### src/rtl/regfile_write_arbiter.sv
// regfile_write_arbiter: round-robin arbiter sharing the register file
// write port among `clients` valid/ready requesters, one write per cycle.
// Build option RF_ARB_CLEAR_EN adds a clear walk that zero-fills all
// `size` entries and locks out clients while it runs.
// Ports:
//   clk, rst_n          clock, synchronous active-low reset
//   req_valid/ready     per-client handshake (ready is one-hot or zero)
//   req_index/data      per-client packed index and data
//   writeEn/Index/Data  registered register-file write port
//   clear_start         pulse requesting a zero-fill
//   clear_busy          clear walk in progress
module regfile_write_arbiter #(
    parameter int clients = 4,
    parameter int width   = 32,
    parameter int n       = 5,
    parameter int size    = 32
) (
    input  logic                     clk,
    input  logic                     rst_n,
    input  logic [clients-1:0]       req_valid,
    output logic [clients-1:0]       req_ready,
    input  logic [clients*n-1:0]     req_index,
    input  logic [clients*width-1:0] req_data,
    output logic                     writeEn,
    output logic [n-1:0]             writeIndex,
    output logic [width-1:0]         writeData,
    input  logic                     clear_start,
    output logic                     clear_busy
);

    localparam int PW = (clients > 1) ? $clog2(clients) : 1;

    logic [PW-1:0]    ptr;
    logic [PW-1:0]    grantIdx;
    logic [PW-1:0]    nextPtr;
    logic             anyGrant;
    logic             canGrant;
    logic             inClear;
    logic [n-1:0]     selIndex;
    logic [width-1:0] selData;

`ifdef RF_ARB_CLEAR_EN
    localparam int CW = $clog2(size + 1);

    typedef enum logic {IDLE, CLEAR} state_t;

    state_t        state;
    // counter holds the next index to issue; reaching size means done
    logic [CW-1:0] counter;
    logic          clearWrite;
    logic [n-1:0]  clearIndex;

    assign inClear    = (state == CLEAR);
    assign clear_busy = inClear;
    assign clearWrite = (state == IDLE) ? clear_start
                                        : (counter != CW'(size));
    assign clearIndex = (state == IDLE) ? '0 : n'(counter);
`else
    logic unusedClearStart;
    localparam int unusedSize = size;

    assign unusedClearStart = clear_start;
    assign inClear          = 1'b0;
    assign clear_busy       = 1'b0;
`endif

    assign canGrant = rst_n && !inClear;

    // Rotating priority: first look at clients at or above ptr, then
    // wrap around to the lowest-numbered valid client.
    always_comb begin
        req_ready = '0;
        anyGrant  = 1'b0;
        grantIdx  = '0;
        selIndex  = '0;
        selData   = '0;
        for (int c = 0; c < clients; c++) begin
            if (!anyGrant && canGrant && req_valid[c]
                && c >= int'(ptr)) begin
                anyGrant     = 1'b1;
                req_ready[c] = 1'b1;
                grantIdx     = PW'(c);
                selIndex     = req_index[c*n +: n];
                selData      = req_data[c*width +: width];
            end
        end
        for (int c = 0; c < clients; c++) begin
            if (!anyGrant && canGrant && req_valid[c]) begin
                anyGrant     = 1'b1;
                req_ready[c] = 1'b1;
                grantIdx     = PW'(c);
                selIndex     = req_index[c*n +: n];
                selData      = req_data[c*width +: width];
            end
        end
    end

    assign nextPtr = (int'(grantIdx) == clients - 1) ? '0
                                                     : grantIdx + 1'b1;

    always_ff @(posedge clk) begin
        if (!rst_n) begin
            ptr        <= '0;
            writeEn    <= 1'b0;
            writeIndex <= '0;
            writeData  <= '0;
`ifdef RF_ARB_CLEAR_EN
            state      <= IDLE;
            counter    <= '0;
`endif
        end else begin
            writeEn <= 1'b0;
            if (anyGrant) begin
                ptr        <= nextPtr;
                writeEn    <= 1'b1;
                writeIndex <= selIndex;
                writeData  <= selData;
            end
`ifdef RF_ARB_CLEAR_EN
            else if (clearWrite) begin
                writeEn    <= 1'b1;
                writeIndex <= clearIndex;
                writeData  <= '0;
            end

            unique case (state)
                IDLE: begin
                    if (clear_start) begin
                        state <= CLEAR;
                        // a same-cycle client write goes out first,
                        // so index 0 is issued one cycle later
                        counter <= anyGrant ? '0 : CW'(1);
                    end
                end
                CLEAR: begin
                    if (counter == CW'(size)) begin
                        state   <= IDLE;
                        counter <= '0;
                    end else begin
                        counter <= counter + 1'b1;
                    end
                end
                default: state <= IDLE;
            endcase
`endif
        end
    end

endmodule
### config.mk
export PLATFORM = sky130hd
export DESIGN_NAME = regfile_write_arbiter
export DESIGN_NICKNAME = d
export VERILOG_FILES = /design/src/rtl/regfile_write_arbiter.sv
export SDC_FILE = /design/constraint.sdc
export NUM_CORES = 1
export LEC_CHECK = 0
export CELL_PAD_IN_SITES_DETAIL_PLACEMENT = 1
export CELL_PAD_IN_SITES_GLOBAL_PLACEMENT = 2
export CORE_ASPECT_RATIO = 1.5
export CORE_MARGIN = 2
export CORE_UTILIZATION = 22
export DETAILED_ROUTE_END_ITERATION = 10
export PLACE_DENSITY_LB_ADDON = 0.1
export SYNTH_ARGS = -nofsm -noshare
export SYNTH_HDL_FRONTEND = slang
export SYNTH_SLANG_ARGS = --single-unit
### constraint.sdc
create_clock -name clk -period 3.7 [get_ports clk]
set_input_delay 1.11 -clock clk [delete_from_list [all_inputs] [get_ports clk]]
set_output_delay 1.11 -clock clk [all_outputs]
set_load 0.01 [all_outputs]
Yosys cells after proc, flatten, opt, wreduce, memory -nomap -nowiden
Index checks and enable logic that the tools add are counted.
{"block": "classes", "add_sub_neg": 1, "n_mul": 0, "div": 0, "magnitude_cmp": 3, "n_eq_ne": 1, "n_shift": 0, "mux": 40, "bitwise": 0, "n_reduce_logical": 25}
{"cell": "32-bit 2-to-1 mux", "count": 8}
{"cell": "5-bit 2-to-1 mux", "count": 8}
{"cell": "1-bit logical AND", "count": 18}
{"cell": "1-bit 2-to-1 mux", "count": 17}
{"cell": "2-bit 2-to-1 mux", "count": 7}
{"cell": "1-bit logical NOT", "count": 7}
{"cell": "1-bit by 2-bit greater-or-equal comparator with 1-bit output, first input constant", "count": 2}
{"cell": "2-bit by 1-bit adder with 2-bit output, second input constant", "count": 1}
{"cell": "2-bit by 1-bit equality test with 1-bit output, second input constant", "count": 1}
{"cell": "2-bit greater-or-equal comparator, first input constant", "count": 1}
{"block": "totals", "ff_bits": 40, "latchBits": 0, "mem_bits_rw": 0, "rom_bits": 0, "input_bits": 155, "out_inout_bits": 43, "word_cells": 74, "n_memories": 0}

Depth between registers and ports, before layout
Gate-level depths: netlist (run 1).
{"block": "logic_depth", "ltp_word": 35, "ltp_mapped": 8, "mapped_depth_nobuf": 5}

Worst setup path after synthesis (run 1)
No wires, ideal clock.
{"block": "synth_timing", "kind": "input -> output", "from": "input req_valid[2]", "to": "output req_ready[2]", "arrival_time_ns": 2.390, "t_required_ns": 2.590, "setup_slack_ns": 0.200, "cell_stages": 6, "path_buffers": 2, "path_cell_list": "buf_2 o21ba_4 nor3_1 clkbuf_1 nand4_1 nand2_1"}
{"block": "synth_between", "elab_chain_len": 19, "elab_cells_between_ends": 20, "cone_classes": "mux (6); reduce/logical (14)"}
{"element": "start, declared", "line_no": "20", "source": "input logic [clients-1:0] req_valid,"}
{"element": "1-bit logical AND", "line_no": "78", "source": "if (!anyGrant && canGrant && req_valid[c]"}
{"element": "1-bit logical AND", "line_no": "79", "source": "&& c >= int'(ptr)) begin"}
{"element": "1-bit 2-to-1 mux", "line_no": "78"}
{"element": "1-bit logical NOT", "line_no": "78"}
{"element": "1-bit logical AND (2 in series)", "line_no": "78"}
{"element": "1-bit 2-to-1 mux", "line_no": "78"}
{"element": "1-bit logical NOT", "line_no": "88", "source": "if (!anyGrant && canGrant && req_valid[c]) begin"}
{"element": "1-bit logical AND (2 in series)", "line_no": "88"}
{"element": "1-bit 2-to-1 mux", "line_no": "88"}
{"element": "1-bit logical NOT", "line_no": "88"}
{"element": "1-bit logical AND (2 in series)", "line_no": "88"}
{"element": "1-bit 2-to-1 mux", "line_no": "88"}
{"element": "1-bit logical NOT", "line_no": "88"}
{"element": "1-bit logical AND (2 in series)", "line_no": "88"}
{"element": "1-bit 2-to-1 mux *", "line_no": "88"}
{"element": "end, declared", "line_no": "21", "source": "output logic [clients-1:0] req_ready,"}
Every way passes the cells marked *; elsewhere a longest branch is shown, timed or not.

Worst setup path after layout (run 1)
{"block": "layout_timing", "from": "input req_valid[3]", "to": "output req_ready[1]"}
{"block": "layout_between", "elab_chain_len": 10}
{"element": "1-bit logical AND *", "line_no": "78"}
{"element": "1-bit 2-to-1 mux *", "line_no": "78"}
{"element": "1-bit logical NOT", "line_no": "88"}
{"element": "1-bit logical AND (2 in series)", "line_no": "88"}
{"element": "1-bit 2-to-1 mux *", "line_no": "88"}
{"element": "1-bit logical NOT *", "line_no": "88"}
{"element": "1-bit logical AND * (2 in series)", "line_no": "88"}
{"element": "1-bit 2-to-1 mux *", "line_no": "88"}
Marks and branches as above.

==> out/qor.yml, run 1 <==
status: "complete, no violations"
drive_gt1_share_pct: 15.5
netlist_area_mm2: 0.00404
vias: 5360
cts-buffers-inserted: 5
arrival_ps: 2540
reg2reg_slack_ps: 1290
syn_area_per_cell_um2: 7.70
fmax_mhz: 274
syn_inst: 524
holdCritPathClass: "reg -> reg"
cts_hold_buffers: 0
p_per_area_mw_per_mm2: 286
grt_pass1_vias: 5882
synth_flop_cell: "dfxtp_1"
synth_cell_types: 44
die_x_um: 115
routabilityCongestion: 0.836
insertedDiodeCount: 0
synth_edf_count: 0
dieArea_mm2: 0.0195
cp.required_ps: 2590
yosysSeqAreaShare_pct: 19.8
r2r-start: "ptr[0]$_SDFFE_PN0P_"
io_pins: 198
drv_slew: 0
fin_skew_ps: 10.9
cts.sinks: 40
hpwl_um: 14500
p_comb_share_pct: 46.8
crit_path_end: "req_ready[1]"
timing.final.hold_violations: 0
ir_worst_vdd_mv: 0.178
cts-root-buf: "clkbuf_16"
crit_path_start_kind: "primary input"
io_buffers: 195
p_leak_nw: 2.35
areaGrowthSynthToFinish_pct: 58.6
reg2reg_to: "writeData[10]$_SDFFE_PN0P_"
tns_ps: 0
ys_ff_latch: 40
worstSetupPathType: "in -> out"
clk_pin_slew_ps: 70
dr_wl_met3_um: 1170
p_sw_share_pct: 36.5
viasPerCell: 5.92
drv_cap: 0
drtIter0Drc: 277
setup_viol: 0
htree_num_levels: 2
switchingPower_mw: 0.668
wl_met1_um: 9190
slew_headroom_pct: 55.1
syn_nets: 679
rr_worst_depth: 5
dpl_cell_area_mm2: 0.00625
layout.nets: 844
route.met2.wl_um: 11500
drt-total-wl_um: 22400
grt.total_usage_pct: 22.5
cts_buffer_depth: 2
grt-ovfl-total: 0
period_minus_slack_ps: 3650
seq_power_share_pct: 28.1
cts_tree: "yes"
design_area_mm2: 0.00640
antenna_found_initial: 0
rows: 60
fin_util_pct: 35.7
clk_latency_ps: 300
drt-pass1-iter-count: 5
crit_start: "req_valid[3]"
ant_nets: 0
clockPowerShare_pct: 25.0
routed.top_layer: "met4"
grt_pass1_wl_um: 33800
rsz0062_at_grt: "false"
min_period_over_period_pct: 98.6
wl_per_cell_um: 24.8
worstPathMaxFanout: 2
core-area_mm2: 0.0179
die_y_um: 170
cts_setup_buffers: 0
worst_slew_pin_slew_ps: 673
ys_warn_count: 0
fin_total_pwr_mw: 1.83
initial_core_util_pct: 22.5
p_int_mw: 1.16
synthArstFlopShare_pct: 0
grt_max_degree: 55
worstSetupEndpointType: "output pin"
drc: 0
Yosys cell counts, types with 2 or more instances:
cell type,count,area (um^2)
mux2_2,36,405
nand2_1,77,289
a41oi_1,38,333
o221a_1,30,338
o221a_2,6,67.6
o21ai_0,36,180
a211oi_1,36,270
buf_6,4,45.0
o41ai_1,2,17.5
o32ai_1,37,324
and3_1,37,231
dfxtp_1,40,801
nor3_1,37,185
clkbuf_1,46,173
buf_2,17,85.1
nand4_1,2,12.5
buf_1,4,15.0
nand2b_1,2,12.5
a21oi_1,3,15.0
inv_1,5,18.8
nor2_1,5,18.8
or3_1,2,12.5
through the flow:
| step | std cells | worst slack [ps] | hold slack [ps] |
|---|---|---|---|
| after floorplan | 524 | 200 | 535 |
| after global placement | 899 | -433 | 635 |
| after detailed placement | 899 | -428 | 644 |
| after CTS | 906 | -50.0 | 661 |
| after global routing | 906 | 11.0 | 684 |
| final | 906 | 52.8 | 656 |
final cells by class:
| cell class | count | area [um^2] |
|---|---|---|
| fill | 2125 | 11500 |
| multi-input combinational | 405 | 2960 |
| timing repair buffer | 231 | 2220 |
| sequential | 40 | 801 |
| tap | 217 | 272 |
| clock buffer | 6 | 129 |
| inverter | 6 | 22.5 |
| clock inverter | 1 | 5.00 |
registers in the layout (all words and copies together) (netlist names):
name	flops
writeData	32
writeIndex	5
ptr	2
writeEn	1
critical path, stage by stage:
cell and delay [ps]:
clkdlybuf4s50_1 450, or3_4 360, o32ai_4 220, nand2_2 100, inv_2 70, clkdlybuf4s15_2 210
routing by layer:
metal | vias up | track usage, %
met5 | - | 0
met1 | 2685 | 27.5
met2 | 221 | 41.0
met4 | 0 | 6.68
li1 | 2422 | -
met3 | 32 | 2.17
cell families (layout without fill, tap and decap cells):
family,Yosys count,count (layout),synth area share [%]
other,1,1,0.0929
buffers and inverters,79,244,8.74
multiplexers,37,37,10.3
AO/OA/AOI/OAI,198,198,40.7
flip-flops,40,40,19.8
AND/OR/NAND/NOR,169,169,20.4
worst min path at each step:
stage	depth (start not counted)	start	to	slack, ps
global route	2	writeIndex[4]$_SDFFE_PN0P_	writeIndex[4]$_SDFFE_PN0P_	680
CTS	2	ptr[1]$_SDFFE_PN0P_	ptr[1]$_SDFFE_PN0P_	660
floorplan	2	ptr[1]$_SDFFE_PN0P_	ptr[1]$_SDFFE_PN0P_	540
detailed placement	2	writeData[19]$_SDFFE_PN0P_	writeData[19]$_SDFFE_PN0P_	640
finish	2	writeData[19]$_SDFFE_PN0P_	writeData[19]$_SDFFE_PN0P_	660
global placement	2	writeIndex[3]$_SDFFE_PN0P_	writeIndex[3]$_SDFFE_PN0P_	640
timing repair:
item | CTS | global route
endpoints found under the setup margin | 3 | 2
pin swaps | 0 | 1
resized for setup | 6 | 4
cloned | 0 | 0
cells in the final DEF (no fill, tap or decap), drive strengths merged, types with 36 or more instances in the layout:
| cell type | count |
|---|---|
| clkdlybuf4s50 | 187 |
| nand2 | 77 |
| dfxtp | 40 |
| buf | 40 |
| a41oi | 38 |
| nor3 | 38 |
| and3 | 37 |
| o32ai | 37 |
| a211oi | 37 |
| o21ai | 37 |
| mux2 | 36 |
| o221a | 36 |
power by group through the flow:
stage / combinational (mW) / clock [mW] / sequential (mW)
floorplan: 0.396 / 0 / 0.532
global placement: 0.844 / 0 / 0.524
detailed placement: 0.850 / 0 / 0.525
CTS: 0.855 / 0.475 / 0.515
global route: 0.919 / 0.488 / 0.520
finish: 0.858 / 0.458 / 0.515
Note: power is estimated with default switching activity, not from simulation.
==> run 2, diff against run 1 <==
- CORE_ASPECT_RATIO: 1.5 -> not set
- SKIP_CTS_REPAIR_TIMING: not set -> 1
==> out/qor.yml, run 2 (synthesis gave the netlist of run 1 again) <==
slowest_delay_ps: 540  # was 450 ps
stdcell_count: 919  # was 906
viasPerCell: 5.69  # was 5.92
ir_worst_vdd_mv: 0.173  # was 0.178 mV
drt-total-wl_um: 22000  # was 22,400 um
detailedPlace.worstSlack_ps: -365  # was -428 ps
grt-ovfl-total: 0  # unchanged
crit_path_start_kind: "primary input"  # unchanged
drv_cap: 0  # unchanged
core-area_mm2: 0.0180  # was 0.0179 mm^2
worst_slew_pin_slew_ps: 668  # was 673 ps
drv_slew: 0  # unchanged
ant_nets: 0  # unchanged
htree_num_levels: 2  # unchanged
clk_latency_ps: 300  # about the same
status: "complete, no violations"  # unchanged
largest_reg_flops: 32  # unchanged
cp.required_ps: 2590  # about the same
cts_tree: "yes"  # unchanged
arrival_ps: 2570  # was 2540 ps
io_pins: 198  # unchanged
hpwl_um: 14300  # was 14,500 um
layout_common_cells: "188 x clkdlybuf4s50_1, 77 x nand2_1, 40 x dfxtp_1"  # was 187 x clkdlybuf4s50_1, 76 x nand2_1, 40 x dfxtp_1
drt-pass1-iter-count: 4  # was 5
slew_headroom_pct: 55.4  # was 55.1%
die_y_um: 139  # was 170 um
setup_viol: 0  # unchanged
drc: 0  # unchanged
fin_skew_ps: 4.38  # was 10.9 ps
worstPathMaxFanout: 8  # was 2
filler_cell_count: 2120  # was 2,125
worst_path_max_delay_cell: "clkdlybuf4s50_1"  # unchanged
fmax_mhz: 272  # was 274 MHz
final_common_cell: "clkdlybuf4s50_1"  # unchanged
grt.total_usage_pct: 22.1  # was 22.5%
grt_pass1_vias: 5882  # unchanged
die_x_um: 139  # was 115 um
cts.sinks: 40  # unchanged
path_cells: "clkdlybuf4s50_1 > buf_4 > nand2_1 > nor2_1 > clkdlybuf4s50_1"  # was clkdlybuf4s50_1 > or3_4 > o32ai_4 > nand2_2 > inv_2 > clkdlybuf4s15_2
areaGrowthSynthToFinish_pct: 59.0  # was 58.6%
path_buf_inv: 3  # unchanged
regMostFlops: "writeData"  # unchanged
vias: 5225  # was 5,360
rows: 49  # was 60
min_period_over_period_pct: 99.4  # was 98.6%
timing.final.hold_violations: 0  # unchanged
placedCellCount: 913  # was 899
grt_max_degree: 52  # was 55
clk_pin_slew_ps: 60  # was 70 ps
cts_buffer_depth: 2  # unchanged
routabilityCongestion: 0.835  # was 0.836
grt_pass1_wl_um: 33800  # about the same
largestRegisters: "writeData: 32 flops, writeIndex: 5 flops, ptr: 2 flops"  # unchanged
setup_ws_ps: 23.5  # was 52.8 ps
dieArea_mm2: 0.0194  # was 0.0195 mm^2
antenna_found_initial: 1  # was 0
holdCritPathClass: "reg -> reg"  # unchanged
cts-root-buf: "clkbuf_16"  # unchanged
path_delay_family: "buffers and inverters"  # unchanged
rsz0062_at_grt: "true"  # was false
layout.nets: 846  # was 844
worstSetupEndpointType: "output pin"  # unchanged
wl_per_cell_um: 24.0  # was 24.8 um
worstSetupPathType: "in -> out"  # unchanged
hold_start: "ptr[1]$_SDFFE_PN0P_"  # was writeData[19]$_SDFFE_PN0P_
p_per_area_mw_per_mm2: 283  # was 286 mW/mm^2
drtIter0Drc: 230  # was 277
r2r-start: "ptr[0]$_SDFFE_PN0P_"  # unchanged
initial_core_util_pct: 22.5  # about the same
drive_gt1_share_pct: 15.4  # was 15.5%
cts-buffers-inserted: 5  # unchanged
io_buffers: 195  # unchanged
crit_start: "req_valid[3]"  # unchanged
cpMostUsedCell: "clkdlybuf4s50_1"
period_minus_slack_ps: 3680  # was 3650 ps
p_leak_nw: 2.38  # was 2.35 nW
==> run 2: cell type report <==
type / instances / area [um^2] / share of cell area [%]
antenna: 1 / 2.50 / 0.0390
timing repair buffer: 233 / 2220 / 34.7
tap: 229 / 287 / 4.46
clock buffer: 5 / 125 / 1.95
multi-input combinational: 405 / 2960 / 46.1
sequential: 40 / 801 / 12.5
inverter: 6 / 22.5 / 0.351
==> run 2: tightest hold or removal path, cell delays in order (launching register included) <==
cell     delay [ps]
dfxtp_1         390
nand2_1          90
a41oi_1         120
==> run 2: final timing paths <==
check | slack, ps | end | cells after the start
setup / recovery | 20 | req_ready[3] | 5
hold / removal | 640 | ptr[1]$_SDFFE_PN0P_ | 2
hold reg to reg | 640 | ptr[1]$_SDFFE_PN0P_ | 2
setup reg to reg | 1160 | writeData[24]$_SDFFE_PN0P_ | 5
==> run 2: routing by layer <==
metal	up-vias	part of all wire [%]	global-route usage, %
met4	0	1.6	5.79
li1	2432	-	-
met3	26	4.6	3.89
met5	-	0	0
met1	2602	44	27.8
met2	165	50	38.9
==> run 2: power by group <==
part	switching (mW)	leakage (nW)	total (mW)	internal [mW]
registers	0.0331	0.334	0.513	0.480
logic	0.422	1.98	0.860	0.438
clock network	0.203	0.0616	0.443	0.240
total	0.658	2.38	1.82	1.16
==> run 2: through the flow <==
step | utilization (%) | instance area (um^2) | power, mW | TNS (ps) | hold WS, ps
floorplan | - | 4040 | 0.929 | 0 | 535
global placement | 34.9 | 6260 | 1.37 | -648 | 631
detailed placement | 34.9 | 6260 | 1.38 | -715 | 631
CTS | 35.6 | 6390 | 1.83 | -738 | 645
global route | 35.7 | 6420 | 1.91 | -18.1 | 691
finish | 35.7 | 6420 | 1.82 | 0 | 641
